[src/rtl/demux_1to4_stream_pkg.sv]
// Shared definitions for the 1-to-4 stream demultiplexer: channel indices and
// the round-robin pointer step.
package demux_1to4_stream_pkg;

    localparam int NUM_CH = 4;

    localparam logic [1:0] CH_A = 2'd0;
    localparam logic [1:0] CH_B = 2'd1;
    localparam logic [1:0] CH_C = 2'd2;
    localparam logic [1:0] CH_D = 2'd3;

    typedef logic [1:0] ch_idx_t;

    // Strict a,b,c,d order; the 2-bit add wraps 3 -> 0 by construction.
    function automatic ch_idx_t next_ch(input ch_idx_t cur);
        return ch_idx_t'(cur + 2'd1);
    endfunction

endpackage

[src/rtl/demux_chan_slot.sv]
// One-deep output skid register for a single demux channel. A fill in the
// same cycle as a drain replaces the held beat and keeps valid asserted.
module demux_chan_slot #(
    parameter int DW = 8
) (
    input  logic          clk,
    input  logic          rst_n,
    input  logic          i_fill,
    input  logic [DW-1:0] i_fill_data,
    input  logic          i_ready,
    output logic          o_valid,
    output logic [DW-1:0] o_data
);

    logic          r_valid;
    logic [DW-1:0] r_data;

    // Slot register: fill has priority over drain; data is kept after drain.
    always_ff @(posedge clk or negedge rst_n) begin
        if (!rst_n) begin
            r_valid <= 1'b0;
            r_data  <= '0;
        end else if (i_fill) begin
            r_valid <= 1'b1;
            r_data  <= i_fill_data;
        end else if (r_valid && i_ready) begin
            r_valid <= 1'b0;
            r_data  <= r_data;
        end else begin
            r_valid <= r_valid;
            r_data  <= r_data;
        end
    end

    assign o_valid = r_valid;
    assign o_data  = r_data;

endmodule

[src/rtl/demux_1to4_stream.sv]
// Registered 1-to-4 stream demultiplexer with explicit or round-robin routing,
// a one-deep skid slot per channel and per-channel accepted-beat counters.
module demux_1to4_stream
    import demux_1to4_stream_pkg::*;
#(
    parameter int DW    = 8,
    parameter int CNT_W = 8
) (
    input  logic                    clk,
    input  logic                    rst_n,
    input  logic                    mode_rr,
    input  logic                    in_valid,
    output logic                    in_ready,
    input  logic [DW-1:0]           in_data,
    input  logic [1:0]              in_sel,
    output logic [NUM_CH-1:0]       out_valid,
    input  logic [NUM_CH-1:0]       out_ready,
    output logic [NUM_CH*DW-1:0]    out_data,
    output logic [1:0]              rr_ptr,
    output logic [NUM_CH*CNT_W-1:0] beat_cnt
);

    ch_idx_t           w_tgt;
    logic              w_in_ready;
    logic              w_accept;
    logic [NUM_CH-1:0] w_fill;
    ch_idx_t           r_rr_ptr;
    logic [CNT_W-1:0]  r_beat_cnt [NUM_CH];

    // Target select and accept decode; in_ready is held low during reset and
    // deliberately ignores in_valid.
    always_comb begin
        w_tgt      = mode_rr ? r_rr_ptr : in_sel;
        w_in_ready = rst_n & (~out_valid[w_tgt] | out_ready[w_tgt]);
        w_accept   = in_valid & w_in_ready;
        w_fill     = '0;
        if (w_accept) begin
            w_fill[w_tgt] = 1'b1;
        end else begin
            w_fill = '0;
        end
    end

    // Round-robin pointer moves only on accepted beats in round-robin mode.
    always_ff @(posedge clk or negedge rst_n) begin
        if (!rst_n) begin
            r_rr_ptr <= CH_A;
        end else if (w_accept && mode_rr) begin
            r_rr_ptr <= next_ch(r_rr_ptr);
        end else begin
            r_rr_ptr <= r_rr_ptr;
        end
    end

    // Per-channel accepted-beat counters, wrapping at 2^CNT_W.
    always_ff @(posedge clk or negedge rst_n) begin
        if (!rst_n) begin
            for (int k = 0; k < NUM_CH; k++) begin
                r_beat_cnt[k] <= '0;
            end
        end else begin
            for (int k = 0; k < NUM_CH; k++) begin
                if (w_fill[k]) begin
                    r_beat_cnt[k] <= r_beat_cnt[k] + CNT_W'(1);
                end else begin
                    r_beat_cnt[k] <= r_beat_cnt[k];
                end
            end
        end
    end

    for (genvar g = 0; g < NUM_CH; g++) begin : g_ch
        demux_chan_slot #(
            .DW(DW)
        ) u_slot (
            .clk        (clk),
            .rst_n      (rst_n),
            .i_fill     (w_fill[g]),
            .i_fill_data(in_data),
            .i_ready    (out_ready[g]),
            .o_valid    (out_valid[g]),
            .o_data     (out_data[g*DW +: DW])
        );
        assign beat_cnt[g*CNT_W +: CNT_W] = r_beat_cnt[g];
    end

    assign in_ready = w_in_ready;
    assign rr_ptr   = r_rr_ptr;

endmodule

[config.mk]
export PLATFORM = sky130hd
export DESIGN_NAME = demux_1to4_stream
export DESIGN_NICKNAME = d
export VERILOG_FILES = /design/src/rtl/demux_1to4_stream_pkg.sv /design/src/rtl/demux_chan_slot.sv /design/src/rtl/demux_1to4_stream.sv
export SDC_FILE = /design/constraint.sdc
export NUM_CORES = 1
export LEC_CHECK = 0
export ABC_AREA = 1
export CORE_AREA = 2 2 109 69
export CTS_CLUSTER_DIAMETER = 200
export DETAILED_ROUTE_END_ITERATION = 8
export DIE_AREA = 0 0 111 71
export PLACE_DENSITY = 0.88
export SYNTH_ARGS = -nofsm -noshare
export SYNTH_HDL_FRONTEND = slang
export SYNTH_SLANG_ARGS = --single-unit
export TNS_END_PERCENT = 30
[constraint.sdc]
create_clock -name clk -period 4.7 [get_ports clk]
set_input_delay 0.47 -clock clk [delete_from_list [all_inputs] [get_ports clk]]
set_output_delay 0.47 -clock clk [all_outputs]
set_load 0.1 [all_outputs]
==> results of run 1 <==
## final cells by class
cell class                      instances  area (µm²)
Fill cell                             541        2240
Inverter                               24        90.1
Clock buffer                           10         239
Timing Repair Buffer                   90         886
Sequential cell                        70        1750
Multi-Input combinational cell        291        1530
Clock inverter                          6        85.1
Tap cell                               91         114
## state kept, by name, summed over array words and instances (netlist names)
signal,flops
g_ch.u_slot.o_data,32
rr_ptr,2
g_ch.u_slot.o_valid,4
beat_cnt,32
## stage by stage
step                      setup WS, ps  instance area (µm²)  std cells  utilization  hold slack, ps
after floorplan                   1970                 3530        413            -             174
after global placement            1750                 4380        566        0.631             463
after detailed placement          1680                 4380        566        0.631             470
after CTS                         2010                 4700        582        0.677             324
after global routing              1760                 4700        582        0.677             371
final                             1980                 4700        582        0.677             290
## cells by family after synthesis
logic type,Yosys count,share of synthesized area
flip-flops,70,0.496
AND/OR/NAND/NOR,256,0.345
XOR/XNOR,25,0.0619
buffers and inverters,52,0.0704
adder cells (fa/ha/maj),4,0.0142
AO/OA/AOI/OAI,6,0.0127
## per-layer routing
layer / global-route usage / up-vias
met3: 0.0891 / 17
met4: 0.0542 / 0
met2: 0.387 / 141
met1: 0.354 / 1623
met5: 0 / -
li1: - / 1523
## layout by cell type, fill, tap and decap left out, types with 4 or more instances in the layout
cell | Yosys | routed
xnor2_1 | 6 | 6
buf_4 | 4 | 4
nand3_1 | 15 | 15
nand4_2 | 4 | 4
nor2_1 | 6 | 6
nand2_1 | 152 | 152
ha_1 | 4 | 4
inv_1 | 19 | 19
clkdlybuf4s50_1 | 0 | 85
xor2_1 | 19 | 19
o21ai_0 | 4 | 4
dfrtp_1 | 70 | 70
nand4_1 | 70 | 70
clkbuf_16 | 0 | 9
## path summary, 6_finish.rpt
path	from	endpoint	slack [ps]
setup / recovery	mode_rr	g_ch[2].u_slot.o_data[4]	1980
hold / removal	rst_n	g_ch[2].u_slot.o_valid	290
setup reg to reg	rr_ptr[1]	g_ch[2].u_slot.o_data[4]	2390
hold reg to reg	g_ch[3].u_slot.o_data[4]	g_ch[3].u_slot.o_data[4]	480
max in group asynchronous	rst_n	g_ch[3].u_slot.o_data[4]	3800
min in group clk	g_ch[3].u_slot.o_data[4]	g_ch[3].u_slot.o_data[4]	480
==> out/qor.txt, run 1 <==
Status -> finished clean
Critical path class -> input port to register
Data arrival, critical path -> 2930 ps
Sequential-to-total area share from yosys stat -> 0.496
RD Place Congestion -> 0.872
Largest net degree at the start of global routing -> 77
Via density -> 5.68
First-pass GRT wire length -> 15900 µm
Die Wd -> 111 µm
Most used cell, CP -> nand2_1
Core Box Area -> 0.00694 mm²
HPWL Detailed -> 6280 µm
Routed Antenna Nets -> 0
Req. time, crit path -> 4910 ps
Vias -> 3304
Total wire length -> 9610 µm
Post-CTS setup repair buffer count -> 0
Synthesized area -> 0.00353 mm²
Port Buffers -> 88
Synth Flop Type -> dfrtp_1
Netlist cell types -> 24
Worst clock skew -> 4.14 ps
Critical path capture point type -> register
CP top delay family -> simple AND/OR/NAND/NOR gates
Crit-path cells -> clkdlybuf4s50_1 -> o21ai_2 -> inv_2 -> nor2_2 -> nand4_2 -> nand2_1 -> nand2_1
Met2 wire len -> 4400 µm
Crit-path max cell delay -> 600 ps
Top layer in use -> met4
# setup viols final -> 0
CTS Root Cell -> clkbuf_16
Rows -> 24
First drt pass iteration count -> 5
FF-to-FF path depth -> 7
Synth top cells by count -> nand2_1 (152), dfrtp_1 (70), nand4_1 (70)
Worst min-delay path class -> input port to async pin
PostCTS Resize Cnt -> 0
Final Hold Vio Count -> 0
Mean Syn Cell Area -> 8.56 µm²
Total Neg Setup Slack -> 0 ps
Crit-path max FO -> 17
Clock slew at reported path FFs -> 60 ps
Synth top area share -> 0.496
Max-slew violations -> 0
Max-cap violations -> 0
Starting density of the core -> 0.510
IO Pins -> 89
CTS Buf Count -> 9
Largest cells by area after synthesis -> dfrtp_1 (50%), nand2_1 (16%), nand4_1 (12%)
CTS hold repair buffers -> 0
WP buf/inv -> 2
DRC -> 0
Synth Warn # -> 0
#FFs+latches synth -> 70
Max clock buf depth -> 2
Slew HR -> 0.312
Post-synthesis cell count -> 413
Antenna violations before repair -> 0
Count of flip-flops with a built-in enable after synthesis -> 0
Antenna diodes -> 0
CTS tree -> built
Area grow syn2layout -> 33.0%
Die Y -> 71 µm
Fin nets -> 508
Post-Route M1 WL -> 4300 µm
Async SR Flop Fraction -> 1.00
GRT Residual Overflow -> 0
Slowest stage cell, crit path -> nor2_2
Final period util -> 0.578
DRT iter0 DRCs -> 356
Clock Latency Late Sink -> 330 ps
WL met3 -> 798 µm
WP depth -> 7
Critical Path Source Type -> input port
Final min period -> 2720 ps
Most numerous cell in the Yosys netlist -> nand2_1
Unrepaired setup endpoints after global routing -> no
Drt wl/cell -> 16.5 µm
Clock sinks -> 70
All-Layer GR Usage -> 0.253
Die Footprint -> 0.00788 mm²
Vias in the first global route -> 3140
Post-Syn Nets -> 435
H-tree levels -> 3
Fraction of layout cells with a size suffix above 1 -> 0.0754
Synth area leader -> dfrtp_1
Maximum clock frequency -> 368 MHz
Worst-Margin Slew -> 1030 ps
Power of run 1 is left out: the tool's default activity adds up to more than one toggle a clock period on the data nets, which glitch-free logic cannot reach.
==> run 2: changes to the inputs <==
--- a/config.mk
+++ b/config.mk
@@ -6,11 +6,11 @@
 export NUM_CORES = 1
 export LEC_CHECK = 0
 export ABC_AREA = 1
-export CORE_AREA = 2 2 109 69
+export CORE_AREA = 2 2 113 71
 export CTS_CLUSTER_DIAMETER = 200
 export DETAILED_ROUTE_END_ITERATION = 8
-export DIE_AREA = 0 0 111 71
-export PLACE_DENSITY = 0.88
+export DIE_AREA = 0 0 115 73
+export PLACE_DENSITY = 0.84
 export SYNTH_ARGS = -nofsm -noshare
 export SYNTH_HDL_FRONTEND = slang
 export SYNTH_SLANG_ARGS = --single-unit
==> constraint.sdc (replaced) <==
create_clock -name clk -period 2.5 [get_ports clk]
set_input_delay 0.25 -clock clk [delete_from_list [all_inputs] [get_ports clk]]
set_output_delay 0.25 -clock clk [all_outputs]
set_load 0.1 [all_outputs]
==> run 2 against run 1 <==
Compared with the run above: design area shrank 0.32%; clock skew grew 7.3 ps; wire length shrank 0.93%; critical endpoint is now in_ready.
==> out/qor.txt, run 2 (same netlist as run 1, synthesis figures left out) <==
Commonest non-fill, non-tap cell in the layout -> nand2_1
Worst-Margin Slew -> 624 ps
PostCTS Resize Cnt -> 0
Max-cap violations -> 0
Worst min-delay path class -> input port to async pin
GRT Residual Overflow -> 0
Sequential Area -> 0.00175 mm²
Antenna violations before repair -> 0
RD Place Congestion -> 0.833
Final period util -> 0.918
# fillers -> 683
Fin nets -> 522
Multi-input combinational cell area -> 0.00153 mm²
Critical path capture point type -> output port
Status -> finished clean
Data arrival, critical path -> 2050 ps
Clock slew at reported path FFs -> 60 ps
Die Footprint -> 0.00840 mm²
Final Hold Vio Count -> 0
Post-CTS setup repair buffer count -> 0
All-Layer GR Usage -> 0.242
Final min period -> 2300 ps
Core Box Area -> 0.00751 mm²
CTS Root Cell -> clkbuf_16
Max-slew violations -> 0
Largest net degree at the start of global routing -> 49
Maximum clock frequency -> 436 MHz
Vias in the first global route -> 3114
Clock sinks -> 70
Rows -> 25
Fraction of layout cells with a size suffix above 1 -> 0.240
CTS Buf Count -> 9
Non-Filler Instances -> 599
Critical path class -> input port to output port
Vias -> 3216
First drt pass iteration count -> 4
Max clock buf depth -> 2
Drt wl/cell -> 15.9 µm
Commonest non-fill, non-tap cells in the layout -> nand2_1 (152), buf_4 (84), nand4_1 (70)
Area grow syn2layout -> 32.5%
Routed Antenna Nets -> 0
Via density -> 5.37
DRC -> 0
Slew HR -> 0.584
Crit-path max FO -> 8
IO Pins -> 89
Die Y -> 73 µm
Die Wd -> 115 µm
Antenna diodes -> 0
Placed instance count -> 582
Port Buffers -> 88
Worst clock skew -> 11.5 ps
CTS tree -> built
Req. time, crit path -> 2250 ps
First-pass GRT wire length -> 15500 µm
Total wire length -> 9520 µm
DRT iter0 DRCs -> 281
Starting density of the core -> 0.471
Clock Latency Late Sink -> 340 ps
Unrepaired setup endpoints after global routing -> no
HPWL Detailed -> 6480 µm
# setup viols final -> 0
H-tree levels -> 3
Total Neg Setup Slack -> 0 ps
Critical Path Source Type -> input port
run 2: final timing paths:
path	start	end	slack [ps]	cells past startpoint
worst max-delay path	mode_rr	in_ready	200	10
worst min-delay path	rst_n	beat_cnt[27]	380	2
worst max register to register	rr_ptr[0]	beat_cnt[4]	660	10
worst min register to register	g_ch[2].u_slot.o_data[2]	g_ch[2].u_slot.o_data[2]	490	2
max in group asynchronous	rst_n	rr_ptr[0]	1110	3
min in group clk	in_valid	beat_cnt[16]	420	3
run 2: cell type report:
cell class / instances / area share
multi-input combinational: 291 / 0.327
inverter: 24 / 0.0192
tap: 94 / 0.0251
timing repair buffer: 104 / 0.183
sequential: 70 / 0.374
clock buffer: 11 / 0.0540
clock inverter: 5 / 0.0174
run 2: timing repair:
action / in CTS / in global routing
hold endpoints to repair: 22 / 0
hold buffers: 1 / 0
setup endpoints to repair: 0 / 0
run 2: per-layer routing:
metal,GRT usage,share of wire,vias to the layer above
met5,0,0,-
met2,0.365,0.43,128
met3,0.0930,0.091,9
met1,0.336,0.47,1523
li1,-,-,1556
met4,0.0509,0.010,0
run 2: metrics by stage:
| stage | area, µm² | util | worst slack [ps] | hold slack [ps] |
|---|---|---|---|---|
| floorplan | 3540 | - | 50.6 | -45.6 |
| global placement | 4340 | 0.578 | 191 | 204 |
| detailed placement | 4340 | 0.578 | 119 | 201 |
| CTS | 4680 | 0.624 | 196 | 392 |
| global route | 4680 | 0.624 | 41.3 | 413 |
| finish | 4680 | 0.624 | 204 | 384 |
run 2: critical path, stage by stage:
cell             delay [ps]
clkdlybuf4s50_1         640
nand2_2                 160
nand2_4                 140
nand2_1                  70
nand2_1                  50
nand2_1                  40
nand2_1                  80
inv_2                    60
a21oi_4                 310
buf_12                  220
Power of run 2 is left out for the same reason.
